[src/rtl/dcpu16_arb.sv]
// Round-robin arbiter giving the dcpu16 F bus (fetch/store) and G bus (operand load)
// turns on one single-port memory, with a per-transaction watchdog.
// Handshake: a master raises stb with adr/wre/dto and holds them stable until it sees
// ack. Ack is a one-cycle pulse. Err is only ever high together with ack.
module dcpu16_arb #(
   parameter int AW  = 16,
   parameter int DW  = 16,
   parameter int TMO = 16,
   parameter int CW  = 5
) (
   input  logic          clk,
   input  logic          rst,
   input  logic [AW-1:0] f_adr,
   input  logic          f_stb,
   input  logic          f_wre,
   input  logic [DW-1:0] f_dto,
   output logic [DW-1:0] f_dti,
   output logic          f_ack,
   output logic          f_err,
   input  logic [AW-1:0] g_adr,
   input  logic          g_stb,
   input  logic          g_wre,
   input  logic [DW-1:0] g_dto,
   output logic [DW-1:0] g_dti,
   output logic          g_ack,
   output logic          g_err,
   output logic [AW-1:0] m_adr,
   output logic          m_stb,
   output logic          m_wre,
   output logic [DW-1:0] m_dto,
   input  logic [DW-1:0] m_dti,
   input  logic          m_ack,
   output logic [1:0]    gnt
);

   typedef enum logic [1:0] {
      IDLE = 2'b00,
      BUSF = 2'b01,
      BUSG = 2'b10
   } state_t;

   localparam logic [CW-1:0] CNT_LAST = CW'(TMO - 1);

   state_t        state_q, state_d;
   logic          prio_q, prio_d;   // 0: F wins a tie, 1: G wins a tie
   logic [CW-1:0] cnt_q, cnt_d;

   logic sel_f, sel_g, sel_stb, oth_stb, ack_ok, expire;

   always_comb begin
      sel_f   = (state_q == BUSF);
      sel_g   = (state_q == BUSG);
      sel_stb = (sel_f & f_stb) | (sel_g & g_stb);
      oth_stb = (sel_f & g_stb) | (sel_g & f_stb);
      ack_ok  = sel_stb & m_ack;
      // A memory ack on the expiry cycle takes precedence over the watchdog.
      expire  = (TMO != 0) && sel_stb && !m_ack && (cnt_q == CNT_LAST);

      state_d = state_q;
      prio_d  = prio_q;
      cnt_d   = '0;
      case (state_q)
         IDLE: begin
            if (f_stb && g_stb) state_d = prio_q ? BUSG : BUSF;
            else if (f_stb)     state_d = BUSF;
            else if (g_stb)     state_d = BUSG;
         end
         BUSF, BUSG: begin
            if (ack_ok) begin
               // The acked master's own stb is not looked at, so a waiting peer always gets the next turn.
               state_d = oth_stb ? (sel_f ? BUSG : BUSF) : IDLE;
               prio_d  = sel_f;
            end else if (!sel_stb || expire) begin
               state_d = IDLE;
               prio_d  = sel_f;
            end else begin
               cnt_d = cnt_q + 1'b1;
            end
         end
         default: state_d = IDLE;
      endcase
   end

   always_ff @(posedge clk) begin
      if (!rst) begin
         state_q <= IDLE;
         prio_q  <= 1'b0;
         cnt_q   <= '0;
      end else begin
         state_q <= state_d;
         prio_q  <= prio_d;
         cnt_q   <= cnt_d;
      end
   end

   always_comb begin
      gnt   = state_q;
      m_stb = sel_stb & ~expire;
      m_adr = sel_f ? f_adr : (sel_g ? g_adr : '0);
      m_wre = sel_f ? f_wre : (sel_g ? g_wre : 1'b0);
      m_dto = sel_f ? f_dto : (sel_g ? g_dto : '0);
      // Gating with rst keeps a transaction aborted by reset from being acknowledged.
      f_ack = rst & sel_f & (ack_ok | expire);
      f_err = rst & sel_f & expire;
      g_ack = rst & sel_g & (ack_ok | expire);
      g_err = rst & sel_g & expire;
      f_dti = (rst & sel_f & ack_ok) ? m_dti : '0;
      g_dti = (rst & sel_g & ack_ok) ? m_dti : '0;
   end

endmodule

[config.mk]
export PLATFORM = sky130hd
export DESIGN_NAME = dcpu16_arb
export DESIGN_NICKNAME = d
export VERILOG_FILES = /design/src/rtl/dcpu16_arb.sv
export SDC_FILE = /design/constraint.sdc
export NUM_CORES = 1
export LEC_CHECK = 0
export ABC_CLOCK_PERIOD_IN_PS = 2600
export CORE_ASPECT_RATIO = 1.2
export CORE_MARGIN = 5
export CORE_UTILIZATION = 25
export DETAILED_ROUTE_END_ITERATION = 7
export PLACE_DENSITY_LB_ADDON = 0.08
export SETUP_SLACK_MARGIN = 0.15
export SLEW_MARGIN = 20
export SYNTH_ARGS = -nofsm -noshare
export SYNTH_HDL_FRONTEND = slang
export SYNTH_SLANG_ARGS = --single-unit
[constraint.sdc]
create_clock -name clk -period 2.6 [get_ports clk]
set_clock_uncertainty 0.1 [all_clocks]
set_input_delay 0.52 -clock clk [delete_from_list [all_inputs] [get_ports clk]]
set_output_delay 0.52 -clock clk [all_outputs]
set_load 0.005 [all_outputs]
==> impl_metrics.toml <==
[sta]
layout_min_cycle_time_ps = 2410
hold_viol = 0
maxSlewHeadroom = 0.805
fmax_ghz = 0.415
drv_slew = 0
setup_violations = 0
rsz0062_at_grt = "true"
fin_crit_sh = 0.927
worstMarginPinSlew_ps = 292

[setup_path]
cp_max_fo = 8
worstSetupPathType = "flip-flop to primary output"
cpMaxStageDelayCell = "clkdlybuf4s50_1"
crit_chain = "inv_2 > ha_4 > buf_4 > buf_6 > nand2_1 > o21ai_1 > clkdlybuf4s50_1"
end_kind = "primary output"
startpoint_type = "flip-flop"
required_ps = 1980
worst_ep_arrival_time_ps = 1790
cpPeakStageDelay_ps = 530
rrSetupSlack_ps = 710

[clocking]
cts-root-buf = "clkbuf_8"
htree_levels = 1
cts_buffers = 3
cts_num_sinks = 8
insertion_delay_ps = 230
clock_path_buffers = 2
hold_buffers = 0
cts_tree = "done"
clk_pin_slew_ps = 40

[floorplan]
io_pins = 159
dieArea_um2 = 6280
initial_core_util = 0.259
die_h_um = 85.8
rows = 27
core_area_um2 = 4630
die_x_um = 73.2

[final_layout]
final_cell_count_no_fill = 433
finalNetCount = 470
final_area_um2 = 3150
diodes = 0
num-fill-cells = 422
syn_to_final_growth_pct = 163
drive_gt1_frac = 0.139
final_util = 0.680

[place]
place_area_um2 = 2950
io_buffers = 158
gp_congestion = 0.802
placed_cells = 419
dp_hpwl_um = 5000

[yosys]
synth_area_um2 = 1200
synthTopCellsByArea = "nand2_1 (20%), and2_1 (17%), dfxtp_1 (13%), o21ai_0 (13%), ha_1 (6.3%)"
async_reset_ff_frac = 0
synthCells = 201
synth_top_area_share = 0.204
synth_ff_type = "dfxtp_1"
synth_common_cells = "nand2_1 (65), and2_1 (32), o21ai_0 (30)"
synth-edff-count = 0
ys_seq_area_frac = 0.134
ys_types = 34
syn-num-nets = 294
synth_area_per_cell_um2 = 5.96
yosysMostFrequentCell = "nand2_1"
yosysTopAreaCell = "nand2_1"
synth_warnings = 0
ys_ff_latch = 8

[drt]
drcViolationCount = 0
ant_nets = 0
drt_iter0_drc = 86
drt_first_pass_iters = 4
vias = 1961
wirelength_um = 6320
vias_per_cell = 4.53
wire_per_inst_um = 14.6

[power_and_ir_drop]
p_per_area_nw_per_um2 = 248
leakage_nw = 1.58
ir_drop_uv = 315

[global_routing]
grt_max_degree = 22
grt_pass1_wl_um = 9300
antenna_found_initial = 0
gr-usage-all-layers = 0.186
grt-ovfl-total = 0
grt_pass1_vias = 1834

[job]
cap_violations = 0

[status]
status = "finished, final reports clean"

[min_path]
hold_path.class = "flip-flop to flip-flop"
## stage by stage
step                total power [mW]  TNS, ps  hold WS [ps]  setup slack [ps]
CTS                            0.776        0           355              11.9
global route                   0.836        0           341              77.2
detailed placement             0.620    -5530           346              -183
global placement               0.615    -5400           333              -185
floorplan                      0.291        0           318               547
finish                         0.780        0           316               191
## per-layer routing
| layer | GRT usage | wire length [um] |
|---|---|---|
| met2 | 0.351 | 3230 |
| met3 | 0.0352 | 708 |
| met4 | 0.0638 | 134 |
| met1 | 0.201 | 2240 |
| met5 | 0 | 0 |
## kinds of logic (layout without fill, tap and decap cells)
kind of cell,after synthesis,count (layout),synth area share
AOI/OAI and AO/OA,45,45,0.233
xor gates and xnor gates,2,2,0.0146
adders and majority gates,7,7,0.0711
buffers and inverters,19,193,0.0679
DFF,8,8,0.134
muxes,1,1,0.00836
and+or+nand+nor,119,119,0.471
## path summary, 6_finish.rpt
path / startpoint / to / cells past startpoint
hold / removal: cnt_q[0]$_SDFF_PP0_ / cnt_q[0]$_SDFF_PP0_ / 1
hold reg to reg: cnt_q[0]$_SDFF_PP0_ / cnt_q[0]$_SDFF_PP0_ / 1
setup reg to reg: cnt_q[0]$_SDFF_PP0_ / gnt[1]$_SDFFE_PN0P_ / 7
setup / recovery: gnt[0]$_SDFFE_PN0P_ / m_dto[14] / 7
## critical path, delay by kind of cell (launching register included)
| kind | cells | cell delay, ps |
|---|---|---|
| AND/OR/NAND/NOR | 1 | 50 |
| buffers and inverters | 4 | 840 |
| AO/OA/AOI/OAI | 1 | 160 |
| adder cells (fa/ha/maj) | 1 | 140 |
| flip-flops | 1 | 360 |
## flip-flops by register name (all words and copies together) (netlist names)
signal	flops
gnt	2
cnt_q	5
prio_q	1
## layout by cell type, fill, tap and decap left out, types with 3 or more instances in the layout
| cell type | count |
|---|---|
| a22o_1 | 3 |
| and2_1 | 32 |
| buf_12 | 4 |
| buf_4 | 19 |
| clkbuf_8 | 3 |
| clkdlybuf4s15_1 | 5 |
| clkdlybuf4s50_1 | 91 |
| dfxtp_1 | 5 |
| dlygate4sd2_1 | 49 |
| dlymetal6s2s_1 | 9 |
| inv_1 | 3 |
| nand2_1 | 62 |
| nand2_2 | 3 |
| nand3_1 | 3 |
| nor2_1 | 10 |
| o21ai_0 | 28 |
## where the power goes
group / switching [mW] / internal, mW / total, mW
logic: 0.188 / 0.308 / 0.496
clock network: 0.0478 / 0.100 / 0.148
registers: 0.00705 / 0.129 / 0.136
total: 0.243 / 0.537 / 0.780
## cell type report
class | instances | area, um2 | share of cell area
timing repair buffer | 185 | 1830 | 0.583
inverter | 5 | 18.8 | 0.00596
multi-input combinational | 174 | 1010 | 0.321
sequential | 8 | 169 | 0.0537
tap | 58 | 72.6 | 0.0231
clock buffer | 3 | 41.3 | 0.0131
## repair_timing
action	4_1_cts	5_1_grt
endpoints found under the setup margin	70	31
buffers inserted	3	5
resized for setup	83	20
gates cloned	3	0
pin swaps	3	5
Power figures use the tool's default switching activity.
